**src/rtl/pipe_ctrl_pkg.sv**
```systemverilog
// Shared definitions for the pipeline hazard controller: stall masks,
// FSM state encoding and the zero word.
package pipe_ctrl_pkg;

  localparam logic        AVAIL    = 1'b1;
  localparam logic        UNAVAIL  = 1'b0;
  localparam logic [31:0] ZEROWORD = 32'h0000_0000;

  // Per-source stall masks: bit0 pc .. bit5 wb, 1 = hold.
  localparam logic [5:0] STALL_NONE = 6'b000000;
  localparam logic [5:0] STALL_ID   = 6'b000111;
  localparam logic [5:0] STALL_EX   = 6'b001111;
  localparam logic [5:0] STALL_MEM  = 6'b011111;

  typedef enum logic [1:0] {
    ST_RUN   = 2'd0,
    ST_MWAIT = 2'd1,
    ST_HOLD  = 2'd2
  } state_e;

  // Deepest requesting stage wins: mem > ex > id.
  function automatic logic [5:0] stall_mask(input logic mem, input logic ex,
                                            input logic id);
    if (mem)     return STALL_MEM;
    else if (ex) return STALL_EX;
    else if (id) return STALL_ID;
    else         return STALL_NONE;
  endfunction

endpackage

```
**src/rtl/pipe_ctrl_stall_watchdog.sv**
```systemverilog
// MEM-stall watchdog: counts consecutive stallreq_mem cycles and fires a
// one-cycle pulse on the TIMEOUT-th consecutive stalled cycle.
module pipe_ctrl_stall_watchdog #(
  parameter int unsigned TIMEOUT = 64
) (
  input  logic clk,
  input  logic rst,
  input  logic mem_stall,
  output logic fire
);

  localparam logic [15:0] LIMIT = 16'(TIMEOUT - 1);

  logic [15:0] cnt_q, cnt_d;

  // Fire when the stall run reaches TIMEOUT cycles; any gap or a fire restarts it.
  always_comb begin
    fire  = mem_stall && (cnt_q == LIMIT);
    cnt_d = (mem_stall && !fire) ? cnt_q + 16'd1 : 16'd0;
  end

  // Run-length counter.
  always_ff @(posedge clk or posedge rst) begin
    if (rst) cnt_q <= 16'd0;
    else     cnt_q <= cnt_d;
  end

endmodule

```
**src/rtl/pipe_ctrl.sv**
```systemverilog
// Pipeline hazard controller: stall vector, flush/redirect pulse, deferred
// redirects while a deep stage is stalled, and a MEM-stall watchdog trap.
// Optional PIPE_PERF_CNT_EN adds stall_cycles / flush_count counters.
module pipe_ctrl
  import pipe_ctrl_pkg::*;
#(
  parameter int unsigned TIMEOUT  = 64,
  parameter logic [31:0] TRAP_VEC = 32'h0000_0100
) (
  input  logic        clk,
  input  logic        rst,
  input  logic        stallreq_id,
  input  logic        stallreq_ex,
  input  logic        stallreq_mem,
  input  logic        br_req,
  input  logic [31:0] br_pc,
  input  logic        exc_req,
  input  logic [31:0] exc_pc,
  output logic [5:0]  stall,
  output logic        flush,
  output logic [31:0] new_pc,
  output logic        timeout
`ifdef PIPE_PERF_CNT_EN
  ,
  output logic [31:0] stall_cycles,
  output logic [31:0] flush_count
`endif
);

  state_e      state_q, state_d;
  logic [31:0] pend_pc_q, pend_pc_d;
  logic        wd_fire;
  logic        deep_stall;
  logic        redir;
  logic [31:0] redir_pc;
  logic [31:0] hold_pc;

  pipe_ctrl_stall_watchdog #(.TIMEOUT(TIMEOUT)) u_wd (
    .clk       (clk),
    .rst       (rst),
    .mem_stall (stallreq_mem),
    .fire      (wd_fire)
  );

  // Redirect arbitration, deferral into pend_pc and same-cycle outputs.
  always_comb begin
    deep_stall = stallreq_mem | stallreq_ex;
    redir      = exc_req | br_req;
    redir_pc   = exc_req ? exc_pc : br_pc;
    // In HOLD only a fresh exception may replace the deferred target.
    hold_pc    = exc_req ? exc_pc : pend_pc_q;

    state_d   = state_q;
    pend_pc_d = pend_pc_q;
    stall     = stall_mask(stallreq_mem, stallreq_ex, stallreq_id);
    flush     = 1'b0;
    new_pc    = ZEROWORD;
    timeout   = 1'b0;

    if (wd_fire) begin
      // Bus timeout trap overrides any pending redirect.
      timeout   = 1'b1;
      flush     = 1'b1;
      new_pc    = TRAP_VEC;
      stall     = STALL_NONE;
      pend_pc_d = ZEROWORD;
      state_d   = ST_RUN;
    end else begin
      case (state_q)
        ST_RUN, ST_MWAIT: begin
          if (redir && !deep_stall) begin
            // Flush squashes ID, so a concurrent load-use stall is dropped.
            flush   = 1'b1;
            new_pc  = redir_pc;
            stall   = STALL_NONE;
            state_d = ST_RUN;
          end else if (redir) begin
            pend_pc_d = redir_pc;
            state_d   = ST_HOLD;
          end else if (stallreq_mem) begin
            state_d = ST_MWAIT;
          end else begin
            state_d = ST_RUN;
          end
        end
        ST_HOLD: begin
          if (!deep_stall) begin
            flush     = 1'b1;
            new_pc    = hold_pc;
            stall     = STALL_NONE;
            pend_pc_d = ZEROWORD;
            state_d   = ST_RUN;
          end else begin
            pend_pc_d = hold_pc;
          end
        end
        default: state_d = ST_RUN;
      endcase
    end

    // Outputs read as zero for the whole time reset is held.
    if (rst) begin
      stall   = STALL_NONE;
      flush   = 1'b0;
      new_pc  = ZEROWORD;
      timeout = 1'b0;
    end
  end

  // FSM state and deferred redirect target.
  always_ff @(posedge clk or posedge rst) begin
    if (rst) begin
      state_q   <= ST_RUN;
      pend_pc_q <= ZEROWORD;
    end else begin
      state_q   <= state_d;
      pend_pc_q <= pend_pc_d;
    end
  end

`ifdef PIPE_PERF_CNT_EN
  logic [31:0] stall_cycles_q, stall_cycles_d;
  logic [31:0] flush_count_q, flush_count_d;

  // Free-running wrap-around event counters.
  always_comb begin
    stall_cycles_d = stall_cycles_q + ((stall != STALL_NONE) ? 32'd1 : 32'd0);
    flush_count_d  = flush_count_q + (flush ? 32'd1 : 32'd0);
  end

  // Counter registers.
  always_ff @(posedge clk or posedge rst) begin
    if (rst) begin
      stall_cycles_q <= 32'd0;
      flush_count_q  <= 32'd0;
    end else begin
      stall_cycles_q <= stall_cycles_d;
      flush_count_q  <= flush_count_d;
    end
  end

  assign stall_cycles = stall_cycles_q;
  assign flush_count  = flush_count_q;
`endif

endmodule

```
**config.mk**
```make
export PLATFORM = sky130hd
export DESIGN_NAME = pipe_ctrl
export DESIGN_NICKNAME = d
export VERILOG_FILES = /design/src/rtl/pipe_ctrl_pkg.sv /design/src/rtl/pipe_ctrl_stall_watchdog.sv /design/src/rtl/pipe_ctrl.sv
export SDC_FILE = /design/constraint.sdc
export NUM_CORES = 1
export LEC_CHECK = 0
export ABC_AREA = 1
export ABC_CLOCK_PERIOD_IN_PS = 2900
export CORE_ASPECT_RATIO = 0.7
export CORE_UTILIZATION = 30
export CTS_CLUSTER_DIAMETER = 120
export CTS_CLUSTER_SIZE = 8
export DETAILED_ROUTE_END_ITERATION = 10
export PLACE_DENSITY = 0.57
export SLEW_MARGIN = 20
export SYNTH_ARGS = -nofsm -noshare
export SYNTH_HDL_FRONTEND = slang
export SYNTH_SLANG_ARGS = --single-unit
```
**constraint.sdc**
```tcl
create_clock -name clk -period 2.9 [get_ports clk]
set_input_delay 0.58 -clock clk [delete_from_list [all_inputs] [get_ports clk]]
set_output_delay 0.58 -clock clk [all_outputs]
set_load 0.005 [all_outputs]
```
==> metrics, run 1 <==
Num CTS Buffers 5; Final Cycle Share a little over nine tenths; VDD IR-drop max approximately 0.24 mV; Hold Crit Class primary input to async pin; Worst path max stage delay about 0.51 ns; ant diodes 0; placed cell count 1015; RR Startpoint u_wd.cnt_q[0]; Port Buffers 109; TritonCTS clock tree yes; Hold Slack ~0.28 ns; root buffer cell clkbuf_16; Clock transition at path regs 0.07 ns; DP Wirelength approximately 9700 µm; fin cells ~1000; syn_nets roughly 800; Ports between 100 and 150; antenna violations before repair 1; latest clock arrival within the worst-skew pair 0.30 ns; row cnt 36; Top cell by count, worst path nand2_1; vias per cell between 4 and 5; Relative slew margins 63.38%; Post-DRT Antenna Nets 0; CP Capture Type output pin; first-pass GRT wire length 22030 µm; clock skew between 0.007 and 0.008 ns; Vias approximately 4700; final setup fails 0; initial detailed-routing violation count between 300 and 400; number of clock sinks 50; routability cong. 0.8501; Synth cell types 27; Final Hold Violating Endpoints 0; Mapped Cells roughly 730; run status complete, no violations; GR Overflow Total 0; most frequent cells in the layout nand2_1 (340), clkdlybuf4s50_1 (74), nand3_1 (70); Pwr Density between 300 and 400 nW/µm²; FF+latch count, synth 50; critical path startpoint stallreq_ex; post-synthesis average cell area slightly below 6 µm²; critical path, cell by cell clkdlybuf4s50_1 -> nor2_4 -> buf_4 -> nand2_1 -> o21ai_2 -> nand2_1 -> nand2_1 -> clkdlybuf4s50_1; CP Launch Type primary input; reg2reg end pend_pc_q[11]; vias in the first global route about 4300; clock buffer depth 2; largest net degree at the start of global routing between 50 and 60; layout cells sized above 1 between 10% and 20%; CP Capture Point new_pc[8]; Total Wirelength 13420 µm; H-tree depth 2; leakage between 2 and 3 nW; chip height just over 100 µm; area of the mapped netlist ~4300 µm²; CP max FO 3; crit path kind primary input to output pin; sequential element share of the synthesized area ~30%; hold-fix buffers at CTS 0; Final min period ~2.8 ns; fmax 0.3541 GHz; nets slightly above 900; Layout area overhead 34.66%; DR WL/cell between 10 and 15 µm; crit path DAT approximately 2.2 ns; die area about 15000 µm²; Reg2Reg Depth 7; most common cell after layout, fill and taps aside nand2_1; Post-route DRC 0; Starting Density a little under a third; FF-to-FF setup slack ~1.1 ns; CP required between 2 and 2.5 ns; Max Slew Vio Count 0; Max stage delay cell, worst path clkdlybuf4s50_1; Tightest Pin Transition approximately 0.55 ns; YS warnings 0; Max-cap violations 0; RSZ-0062 raised after global routing no; TritonRoute pass-1 iters 4; Core Area approximately 14000 µm²; chip width ~140 µm; All-Layer GR Usage between 10% and 20%
[cells by family after synthesis]
family	after synthesis	share of synthesized area (%)
flops	50	29.22
simple gates	510	50.50
fa+ha+maj	1	0.2922
xor+xnor	2	0.4092
other cells	1	0.08758
buf+inv	96	10.87
compound gates	72	8.621
[state kept, by name, summed over array words and instances, names as in the netlist]
name        flops
u_wd.cnt_q     16
pend_pc_q      32
state_q         2
[Yosys cell counts (all sizes together)]
cell	number	area share, %
nand2	342	30
nand3	71	8.4
o21bai	2	0.35
o21ai	5	0.67
buf	36	5.6
nand4	5	0.73
dfrtp	50	29
a21oi	65	7.6
clkbuf	7	0.61
xor2	2	0.41
inv	53	4.7
conb	1	0.088
ha	1	0.29
nor3	6	0.70
or2	32	4.7
nor2	54	5.9
[what timing repair did]
item | CTS | global route
buffers inserted | 0 | 1
hold endpoints to repair | 0 | 0
pin swaps | 4 | 1
gates resized for setup | 43 | 2
setup endpoints to repair | 30 | 4
cloned | 1 | 0
[metrics by stage]
stage	setup TNS, ns	utilization, %	total power [mW]	worst slack [ns]	cell area (µm²)
after floorplan	0	-	1.247	0.1077	4285
after global placement	-1.861	40.36	1.513	-0.1022	5618
after detailed placement	-2.251	40.36	1.514	-0.1299	5618
after CTS	0	41.34	2.103	0.01931	5754
after global routing	0	41.42	2.237	0.006286	5766
final	0	41.42	2.083	0.07582	5766
[final cells by class]
type                    instances  area (µm²)
fillers                      1494        8153
clock inverters                 2       13.76
multi-input cells             586        2580
repair buffers                138        1353
clock buffers                   5       125.1
flip-flops and latches         50        1251
well taps                     190       237.7
inverters                      53       205.2
[where the power goes]
group	switching, mW	internal, mW	leakage [nW]
registers	0.0488	0.785	0.646
logic	0.360	0.302	2.17
clock network	0.270	0.317	0.0701
total	0.679	1.40	2.88
[how the worst min path moves through the flow]
stage / startpoint / slack [ns] / endpoint / cells after the start
floorplan: u_wd.cnt_q[0] / 0.45 / u_wd.cnt_q[0] / 1
global placement: u_wd.cnt_q[0] / 0.48 / u_wd.cnt_q[0] / 1
detailed placement: u_wd.cnt_q[0] / 0.49 / u_wd.cnt_q[0] / 1
CTS: rst / 0.27 / u_wd.cnt_q[3] / 2
global route: rst / 0.29 / u_wd.cnt_q[3] / 2
finish: rst / 0.28 / u_wd.cnt_q[3] / 2
[worst max-delay path, delay by kind of cell]
kind / cells / cell delay [ns]
compound gates: 1 / 0.16
buf+inv: 3 / 1.11
simple gates: 4 / 0.39
[metal layers]
layer | wire [µm] | GRT usage, % | vias up
li1 | - | - | 2477
met1 | 7332 | 29.41 | 2052
met2 | 5089 | 27.03 | 124
met3 | 913 | 3.983 | 9
met4 | 77 | 2.915 | 2
met5 | 9 | 0 | -
Power figures use the tool's default switching activity.
==> inputs of run 2 (changes only) <==
--- a/config.mk
+++ b/config.mk
@@ -7,6 +7,7 @@
 export LEC_CHECK = 0
 export ABC_AREA = 1
 export ABC_CLOCK_PERIOD_IN_PS = 2900
+export CAP_MARGIN = 0
 export CORE_ASPECT_RATIO = 0.7
 export CORE_UTILIZATION = 30
 export CTS_CLUSTER_DIAMETER = 120
==> results of run 2 <==
Final layout, timing and power as in run 1 (identical DEF).
==> inputs of run 3 (changes only) <==
--- a/config.mk
+++ b/config.mk
@@ -9,6 +9,7 @@
 export ABC_CLOCK_PERIOD_IN_PS = 2900
 export CAP_MARGIN = 0
 export CORE_ASPECT_RATIO = 0.7
+export CORE_MARGIN = 5
 export CORE_UTILIZATION = 30
 export CTS_CLUSTER_DIAMETER = 120
 export CTS_CLUSTER_SIZE = 8
==> run 3 against run 2 <==
  * Worst setup slack worse by 0.065 ns
  * Sequential cell count unchanged
  * Maximum frequency down 2.3%
  * Register-to-register slack better by 0.04 ns
  * Highest routed layer is now met4
  * Design area up 1.6%
  * Clock skew up 0.0019 ns
  * Clock-buffer cell count up 1
  * Total power up 4.9%
  * Wire length up 1.8%
  * Core utilization up 0.55 points
  * Critical path depth unchanged
==> metrics, run 3 (synthesized netlist as in run 1, its figures left out) <==
TritonCTS clock tree yes; Hold Crit Class primary input to async pin; fin util 41.97% (+0.55 points); TritonRoute pass-1 iters 5 (+1); CP required 2.32 ns (about the same); GRT busiest layer met1; CP max FO 8 (+5); Ports 111 (unchanged); Stages on worst setup path 8 (unchanged); fill cell count 1549 (+3.7%); Final Cycle Share 99.64% (+2.3 points); ant diodes 0 (unchanged); met3 Usage GRT 2.714% (-1.3 points); chip width 152.8 µm (+5.5%); number of clock sinks 50 (unchanged); nets 902 (-0.44%); leakage 3.129 nW (+8.5%); most frequent cells in the layout nand2_1 (340), clkdlybuf4s50_1 (75), nand3_1 (70); vias in the first global route 4296 (+0.023%); Max-cap violations 0 (unchanged); initial detailed-routing violation count 294 (-4.5%); root buffer cell clkbuf_16; Layout area overhead 36.88%; Tightest Pin Transition 0.5778 ns (+0.02851 ns); pre-CTS setup slack -0.1341 ns (-0.004225 ns); Relative slew margins 61.48% (-1.9 points); DR WL/cell 13.40 µm (+2.2%); clock skew 0.009619 ns (+0.001854 ns); Num CTS Buffers 5 (unchanged); Max Slew Vio Count 0 (unchanged); chip height 110.0 µm (+7.8%); GR Overflow Total 0 (unchanged); VDD IR-drop max 0.2722 mV (+13%); Most flops, register pend_pc_q; hold-fix buffers at CTS 0 (unchanged); Clock transition at path regs 0.07 ns (about the same); Final min period 2.890 ns (+0.06546 ns); DP Wirelength 10020 µm (+3.8%); CP top delay family buffers and inverters; Max stage delay cell, worst path clkdlybuf4s50_1; final worst slack 0.01035 ns (-0.06546 ns); largest net degree at the start of global routing 52 (unchanged); Core Area 13960 µm² (+0.32%); Worst path max stage delay 0.53 ns (+0.02 ns); crit path DAT 2.31 ns (+0.07 ns); placed cell count 1013 (-0.20%); Port Buffers 109 (unchanged); first-pass GRT wire length 22690 µm (+3.0%); WP buf/inv 4 (+1); Final Hold Violating Endpoints 0 (unchanged); All-Layer GR Usage 16.31% (-2.7 points); fin cells 1020 (-0.39%); final setup fails 0 (unchanged); biggest regs pend_pc_q: 32 flops, u_wd.cnt_q: 16 flops, state_q: 2 flops; clock buffer depth 2 (unchanged); CP Capture Type output pin; Hold Slack 0.3661 ns (+0.08288 ns); met1 GRT Util 25.77% (-3.6 points); vias per cell 4.570 (+0.33%); critical path, cell by cell clkdlybuf4s50_1 -> nor2_4 -> inv_4 -> nor2_4 -> buf_6 -> nand2_1 -> a21oi_1 -> clkdlybuf4s50_1; run status complete, no violations; H-tree depth 2 (unchanged); Post-route DRC 0 (unchanged); row cnt 36 (unchanged); latest clock arrival within the worst-skew pair 0.29 ns (about the same); most common cell after layout, fill and taps aside nand2_1; layout cells sized above 1 10.24% (-0.43 points); M2 GR Usage 23.09% (-3.9 points); Post-DRT Antenna Nets 0 (unchanged); Reg2Reg Depth 7 (unchanged); Setup TNS Final 0 ns (unchanged); routability cong. 0.8430 (-0.84%); Pwr Density 372.7 nW/µm² (+3.2%); Vias 4661 (-0.064%); Total Wirelength 13670 µm (+1.8%); fmax 0.3461 GHz (-2.3%); crit path kind primary input to output pin; Starting Density 30.66% (-0.099 points); CP Launch Type primary input; post-CTS setup buffers 0 (unchanged); Largest register FFs 32 (unchanged); die area 16800 µm² (+14%); RSZ-0062 raised after global routing yes; antenna violations before repair 0 (-1)
## run 3: cell count changes in the layout (fill, tap and decap cells not counted), sizes merged
cell | previous run | this run
dlygate4sd2 | 33 | 13
dlymetal6s2s | 0 | 19
buf | 31 | 27
bufinv | 0 | 1
clkbuf | 5 | 6
clkdlybuf4s50 | 74 | 75
clkinv | 1 | 0
inv | 53 | 52
## run 3: final cells by class
type | count | area, µm² | share of cell area, %
Timing Repair Buffer | 134 | 1416 | 24.17
Multi-Input combinational cell | 586 | 2581 | 44.04
Inverter | 53 | 205.2 | 3.501
Clock buffer | 6 | 138.9 | 2.370
Sequential cell | 50 | 1251 | 21.35
Tap cell | 190 | 237.7 | 4.056
Clock inverter | 1 | 30.03 | 0.5124
## run 3: per-layer routing
| metal | share of wire [%] | vias to the layer above | wire [µm] |
|---|---|---|---|
| li1 | - | 2475 | - |
| met1 | 55 | 2024 | 7532 |
| met2 | 39 | 153 | 5292 |
| met3 | 5.3 | 9 | 721 |
| met4 | 0.89 | 0 | 122 |
| met5 | 0 | - | 0 |
## run 3: final timing paths
kind | startpoint | to | slack [ns]
max in group asynchronous | rst | u_wd.cnt_q[14] | 1.72
min in group clk | u_wd.cnt_q[0] | u_wd.cnt_q[0] | 0.51
hold reg to reg | u_wd.cnt_q[0] | u_wd.cnt_q[0] | 0.51
hold / removal | rst | u_wd.cnt_q[2] | 0.37
setup reg to reg | u_wd.cnt_q[0] | pend_pc_q[22] | 1.15
setup / recovery | stallreq_ex | new_pc[27] | 0.01
## run 3: what timing repair did
item,in CTS,in global routing
hold endpoints to repair,0,0
setup endpoints to repair,31,22
gates resized for setup,16,23
cloned,0,0
pin swaps,1,0
## run 3: power by group
group	internal, mW	switching, mW	total (mW)
combinational	0.306	0.361	0.667
sequential	0.785	0.0461	0.831
clock	0.426	0.260	0.686
total	1.52	0.667	2.18
## run 3: through the flow
step                      area, µm²  total power [mW]
after floorplan                4285             1.247
after global placement         5640             1.519
after CTS                      5804             2.206
after global routing           5861             2.322
final                          5861             2.184
after detailed placement       5640             1.519
## run 3: worst register-to-register path: stages, from the launching register on
cell,delay [ns]
dfrtp_1,0.41
ha_2,0.22
nand3_2,0.16
nor2_2,0.16
nand3_1,0.15
inv_2,0.09
buf_4,0.33
a21oi_1,0.11
